`src/rtl/xor_parity_acc_if.sv`:
```
// Frame-beat input and parity-result output bundle for xor_parity_acc.
// The slave modport is the accumulator side; the master modport is the producer/consumer side.
interface xor_parity_acc_if #(
  parameter int unsigned WIDTH = 8,
  parameter int unsigned CNT_W = 8
);
  logic             in_valid;
  logic             in_ready;
  logic [WIDTH-1:0] in_data;
  logic             in_last;
  logic             odd_mode;
  logic             chk_en;
  logic             chk_bit;
  logic             out_valid;
  logic             out_ready;
  logic             out_parity;
  logic             out_err;
  logic [CNT_W-1:0] out_count;

  modport slave (
    input  in_valid, in_data, in_last, odd_mode, chk_en, chk_bit, out_ready,
    output in_ready, out_valid, out_parity, out_err, out_count
  );

  modport master (
    output in_valid, in_data, in_last, odd_mode, chk_en, chk_bit, out_ready,
    input  in_ready, out_valid, out_parity, out_err, out_count
  );
endinterface

```
`src/rtl/xor_parity_acc.sv`:
```
// Accumulates the XOR parity of a beat frame and presents parity, check error
// and saturating beat count as one held result per frame.
module xor_parity_acc #(
  parameter int unsigned WIDTH = 8,
  parameter int unsigned CNT_W = 8
) (
  input  logic                 clk,
  input  logic                 rst,
  xor_parity_acc_if.slave      bus
);

  localparam logic [CNT_W-1:0] CNT_MAX = '1;

  typedef enum logic [1:0] {
    IDLE = 2'd0,
    ACC  = 2'd1,
    HOLD = 2'd2
  } state_t;

  state_t           r_state;
  logic             r_acc;
  logic             r_odd;
  logic [CNT_W-1:0] r_count;
  logic             r_out_valid;
  logic             r_out_parity;
  logic             r_out_err;
  logic [CNT_W-1:0] r_out_count;

  logic [WIDTH-1:0] w_data;
  logic             w_in_ready;
  logic             w_accept;
  logic             w_first;
  logic             w_beat_par;
  logic             w_acc_next;
  logic             w_odd_sel;
  logic             w_par_final;
  logic [CNT_W-1:0] w_cnt_next;

  // in_ready is decoded straight from state so it drops the instant rst rises
  assign w_in_ready  = !rst && (r_state != HOLD);
  assign w_accept    = bus.in_valid && w_in_ready;
  assign w_first     = (r_state == IDLE);
  assign w_data      = bus.in_data;
  assign w_beat_par  = ^w_data;
  assign w_acc_next  = w_first ? w_beat_par : (r_acc ^ w_beat_par);
  assign w_odd_sel   = w_first ? bus.odd_mode : r_odd;
  assign w_par_final = w_acc_next ^ w_odd_sel;
  assign w_cnt_next  = w_first                ? CNT_W'(1) :
                       (r_count == CNT_MAX)   ? r_count   :
                                                r_count + CNT_W'(1);

  always_ff @(posedge clk or posedge rst) begin
    if (rst) begin
      r_state      <= IDLE;
      r_acc        <= 1'b0;
      r_odd        <= 1'b0;
      r_count      <= '0;
      r_out_valid  <= 1'b0;
      r_out_parity <= 1'b0;
      r_out_err    <= 1'b0;
      r_out_count  <= '0;
    end else begin
      case (r_state)
        IDLE, ACC: begin
          if (w_accept) begin
            r_acc   <= w_acc_next;
            r_count <= w_cnt_next;
            if (w_first) begin
              r_odd <= bus.odd_mode;
            end
            if (bus.in_last) begin
              r_state      <= HOLD;
              r_out_valid  <= 1'b1;
              r_out_parity <= w_par_final;
              r_out_err    <= bus.chk_en && (bus.chk_bit != w_par_final);
              r_out_count  <= w_cnt_next;
            end else begin
              r_state <= ACC;
            end
          end
        end
        HOLD: begin
          // result stays frozen until the consumer takes it
          if (r_out_valid && bus.out_ready) begin
            r_state     <= IDLE;
            r_out_valid <= 1'b0;
          end
        end
        default: r_state <= IDLE;
      endcase
    end
  end

  assign bus.in_ready   = w_in_ready;
  assign bus.out_valid  = r_out_valid;
  assign bus.out_parity = r_out_parity;
  assign bus.out_err    = r_out_err;
  assign bus.out_count  = r_out_count;

endmodule

```
`src/flat_wrapper.sv`:
```
// flat-port wrapper written by rule: the top's interface ports become plain ports
module xor_parity_acc_flat 
#(
  parameter int unsigned WIDTH = 8,
  parameter int unsigned CNT_W = 8
)
  (clk, rst, bus_in_valid, bus_in_data, bus_in_last, bus_odd_mode, bus_chk_en, bus_chk_bit, bus_out_ready, bus_in_ready, bus_out_valid, bus_out_parity, bus_out_err, bus_out_count);
  xor_parity_acc_if #(.WIDTH(WIDTH), .CNT_W(CNT_W)) bus_i ();
  input  logic clk;
  input  logic rst;
  input wire logic [$bits(bus_i.in_valid)-1:0] bus_in_valid;
  input wire logic [$bits(bus_i.in_data)-1:0] bus_in_data;
  input wire logic [$bits(bus_i.in_last)-1:0] bus_in_last;
  input wire logic [$bits(bus_i.odd_mode)-1:0] bus_odd_mode;
  input wire logic [$bits(bus_i.chk_en)-1:0] bus_chk_en;
  input wire logic [$bits(bus_i.chk_bit)-1:0] bus_chk_bit;
  input wire logic [$bits(bus_i.out_ready)-1:0] bus_out_ready;
  output wire logic [$bits(bus_i.in_ready)-1:0] bus_in_ready;
  output wire logic [$bits(bus_i.out_valid)-1:0] bus_out_valid;
  output wire logic [$bits(bus_i.out_parity)-1:0] bus_out_parity;
  output wire logic [$bits(bus_i.out_err)-1:0] bus_out_err;
  output wire logic [$bits(bus_i.out_count)-1:0] bus_out_count;
  assign bus_i.in_valid = bus_in_valid;
  assign bus_i.in_data = bus_in_data;
  assign bus_i.in_last = bus_in_last;
  assign bus_i.odd_mode = bus_odd_mode;
  assign bus_i.chk_en = bus_chk_en;
  assign bus_i.chk_bit = bus_chk_bit;
  assign bus_i.out_ready = bus_out_ready;
  assign bus_in_ready = bus_i.in_ready;
  assign bus_out_valid = bus_i.out_valid;
  assign bus_out_parity = bus_i.out_parity;
  assign bus_out_err = bus_i.out_err;
  assign bus_out_count = bus_i.out_count;
  xor_parity_acc #(.WIDTH(WIDTH), .CNT_W(CNT_W)) u_core (.clk(clk), .rst(rst), .bus(bus_i));
endmodule
```
`config.mk`:
```
export PLATFORM = sky130hd
export DESIGN_NAME = xor_parity_acc_flat
export DESIGN_NICKNAME = d
export VERILOG_FILES = /design/src/rtl/xor_parity_acc_if.sv /design/src/rtl/xor_parity_acc.sv /design/src/flat_wrapper.sv
export SDC_FILE = /design/constraint.sdc
export NUM_CORES = 1
export LEC_CHECK = 0
export ABC_AREA = 0
export BUFFER_PORTS_ARGS = -buffer_cell sky130_fd_sc_hd__clkbuf_2
export CAP_MARGIN = 20
export CORE_ASPECT_RATIO = 0.5
export CORE_MARGIN = 4
export CORE_UTILIZATION = 38
export CTS_CLUSTER_DIAMETER = 100
export DETAILED_ROUTE_END_ITERATION = 10
export PLACE_DENSITY = 0.68
export SYNTH_ARGS = -nofsm -noshare
export SYNTH_HDL_FRONTEND = slang
export SYNTH_SLANG_ARGS = --single-unit
```
`constraint.sdc`:
```
create_clock -name clk -period 2.2 [get_ports clk]
set_input_delay 0.33 -clock clk [delete_from_list [all_inputs] [get_ports clk]]
set_output_delay 0.33 -clock clk [all_outputs]
set_load 0.02 [all_outputs]
```
==> key figures <==
Power and ir drop
  – Comb pwr share: ~36%
  – Sequential Power Share: between 40% and 50%
  – VDD IR-drop max: 0.0003448 V
  – PD cells: 933.6 nW/µm²
  – Pwr Total: 0.001354 W
  – Psw: slightly below 0.0005 W
  – Pint: 0.0008660 W
  – P_leak: between 0.6 and 0.7 nW
  – Switching share of power: 36.04%
  – Clock network power share: 19.1%

Place
  – Gp weighted congestion: 0.7844
  – Post-DP HPWL: between 1500 and 2000 µm
  – IO Port Bufs: 27

Die
  – Die area: between 4000 and 5000 µm²
  – Std-Cell Rows: 14
  – Height of the die: 47.82 µm
  – Die X: 87.64 µm
  – Initial Util: 39.99%
  – Total core area: about 3000 µm²
  – IO Count: 28

Yosys
  – Synth area leader: dfrtp_1
  – Synth top area share: 47.77%
  – Synth warn: 0
  – EDFF count, synth: 0
  – Most frequent cell after synthesis: nand2_1
  – Register bit total from synthesis: 23
  – Syn nets: 151
  – Main flop type after synthesis: dfrtp_1
  – Area contributors post-synth: dfrtp_1 48%, nand2_1 8.4%, a21oi_1 5.8%
  – Post-synthesis sequential area ratio: 47.77%
  – Gate count of the mapped netlist: around 130
  – Post-synth top cells: 27 x nand2_1, 23 x dfrtp_1, 14 x a21oi_1, 13 x o21ai_0, 12 x nor2_1
  – Mapped Area: 1205 µm²
  – Post-synthesis async set-or-reset flop share: 100.0%
  – Cell variety after synth: 27
  – Syn avg cell area: 8.992 µm²

Timing
  – RSZ-0062 raised after global routing: no
  – Final Setup Violations: 0
  – Hold violation count in the final report: 0
  – Slew Limit Fails: 0
  – Tcrit/Tclk final: 72.35%
  – Slew headroom: a little over two thirds
  – Clock skew: ~0.0023 ns
  – Post-route setup TNS: 0 ns
  – Fmax: 0.6283 GHz
  – Worst slew pin tran: about 0.44 ns
  – Min cycle time layout: 1.592 ns

Global route
  – Number of global-route vias before repair: 911
  – Initial antenna violation count: 0
  – Total GRT Usage: between 10% and 20%
  – Total global routing overflow: 0
  – Global-route wire length before repair: between 4000 and 5000 µm
  – Largest net degree at the start of global routing: 24

Clock tree
  – Cts bufs inserted: 3
  – CTS root buffer: clkbuf_8
  – Clk Latency, worst-skew pair: 0.26 ns
  – Clk buf depth: 2
  – Hold Buf Count CTS: 0
  – Post-CTS setup buffer count: 0
  – CTS tree: built
  – CTS H-Tree Depth: 1
  – Worst-path clk slew: roughly 0.08 ns
  – Post-cts resize count: 0
  – Clock sink total: 23

Route
  – Routed vias/inst: 5.010
  – Vias after detailed routing: 1027
  – Pre-antenna DRT Iters: 4
  – DRT antenna net count: 0
  – Initial DRC count: 51
  – Drt total wl: 2467 µm
  – DRC Markers: 0
  – Routed length per instance: 12.03 µm

Worst setup path
  – CP Data Required Time: 2.38 ns
  – WP data arrival: between 1.5 and 2 ns
  – Slowest-stage cell, CP: dfrtp_1
  – Setup crit end kind: register
  – Reg2reg setup slack: about 0.6 ns
  – Largest stage delay on the critical path: 0.42 ns
  – CP Class: reg2reg
  – Critical Path, Cell by Cell: ha_1 -> nand2_1 -> nor3_2 -> buf_4 -> nand3b_1 -> o211ai_1 -> o21ai_0
  – Critical Path Fanout Max: 10
  – Startpoint types: register

Cells and area
  – Finished Core Util: about half
  – Fin nets: approximately 180
  – Inserted Diodes: 0
  – Storage element area: 575.6 µm²
  – Multi-input logic area: 605.6 µm²
  – Area delta synth->final: 20.35%
  – Fillers: 303
  – Layout cells sized above 1: roughly a quarter

Job
  – MaxCap Viol Count: 0

Min path
  – Tightest Hold Check Type: in2async

Status
  – Run status: complete, no violations
stage by stage:
| step | cell area, µm² | hold WS [ns] | worst slack [ns] | std cells |
|---|---|---|---|---|
| 2_1_floorplan | 1205 | 0.3319 | 0.6446 | 134 |
| 3_3_place_gp | 1404 | 0.3913 | 0.4904 | 201 |
| 3_5_place_dp | 1404 | 0.4048 | 0.4625 | 201 |
| 4_1_cts | 1450 | 0.1146 | 0.6161 | 205 |
| 5_1_grt | 1450 | 0.1461 | 0.4336 | 205 |
| 6_report | 1450 | 0.1027 | 0.6083 | 205 |
area by class of cell:
| cell class | count | share of cell area [%] |
|---|---|---|
| clock buffers | 3 | 2.847 |
| clock inverters | 1 | 0.3451 |
| inverters | 2 | 0.5177 |
| multi-input cells | 105 | 41.76 |
| flip-flops and latches | 23 | 39.69 |
| well taps | 40 | 3.451 |
| repair buffers | 31 | 11.39 |
state kept, by name (all words and copies together) (netlist names):
register / count
u_core.r_state: 2
u_core.r_acc: 1
u_core.bus.out_valid: 1
u_core.bus.out_count: 8
u_core.r_odd: 1
u_core.r_count: 8
u_core.bus.out_parity: 1
u_core.bus.out_err: 1
power groups by stage:
stage | combinational [W] | sequential [W] | clock, W
6_report | 0.000482 | 0.000613 | 0.000259
5_1_grt | 0.000534 | 0.000633 | 0.000289
4_1_cts | 0.000489 | 0.000614 | 0.000267
3_5_place_dp | 0.000489 | 0.000621 | 0
3_3_place_gp | 0.000480 | 0.000619 | 0
2_1_floorplan | 0.000300 | 0.000668 | 0
path summary, 6_finish.rpt:
path,cells after the start,startpoint,to
max,7,u_core.r_count[0]$_DFFE_PP0P_,u_core.bus.out_count[4]$_DFFE_PP0P_
min,3,rst,u_core.bus.out_parity$_DFFE_PP0P_
max reg2reg,7,u_core.r_count[0]$_DFFE_PP0P_,u_core.bus.out_count[4]$_DFFE_PP0P_
min reg2reg,2,u_core.bus.out_count[3]$_DFFE_PP0P_,u_core.bus.out_count[3]$_DFFE_PP0P_
max in group asynchronous,3,rst,u_core.r_count[7]$_DFFE_PP0P_
min in group clk,2,bus_odd_mode,u_core.r_odd$_DFFE_PP0P_
routing by layer:
layer,up-vias,wire length (µm),global-route usage (%)
met2,26,1103,22.01
met1,476,1204,17.68
met5,-,0,0
li1,523,-,-
met4,0,22,2.752
met3,2,137,3.436
cells by family after synthesis:
group,Yosys count,synth area share (%)
AND/OR/NAND/NOR,55,20.25
buffers and inverters,6,1.973
multiplexers,4,3.531
XOR/XNOR,11,9.762
flip-flops,23,47.77
adder cells (fa/ha/maj),1,1.038
AO/OA/AOI/OAI,34,15.68
placed cells by master, fill, tap and decap left out, drive strengths merged:
master and n:
xnor3 1, o211ai 1, nand2 27, dfrtp 23
ha 1, or2 1, xor2 2, o22ai 1
o21ai 13, buf 4, inv 2, mux2 2
clkbuf 30, and3 4, nor2 12, a211oi 1
nand3 6, nor2b 3, a22o 2, xnor2 8
mux2i 2, o31ai 2, a21oi 14, nand3b 1
nor3 1, clkinv 1
critical path: cells and delay by family, from the launching register on:
family / cells / cell delay, ns
buffers and inverters: 1 / 0.19
AOI/OAI and AO/OA: 2 / 0.27
DFF: 1 / 0.42
and+or+nand+nor: 3 / 0.36
adders and majority gates: 1 / 0.27
(Power assumes the default switching activity.)
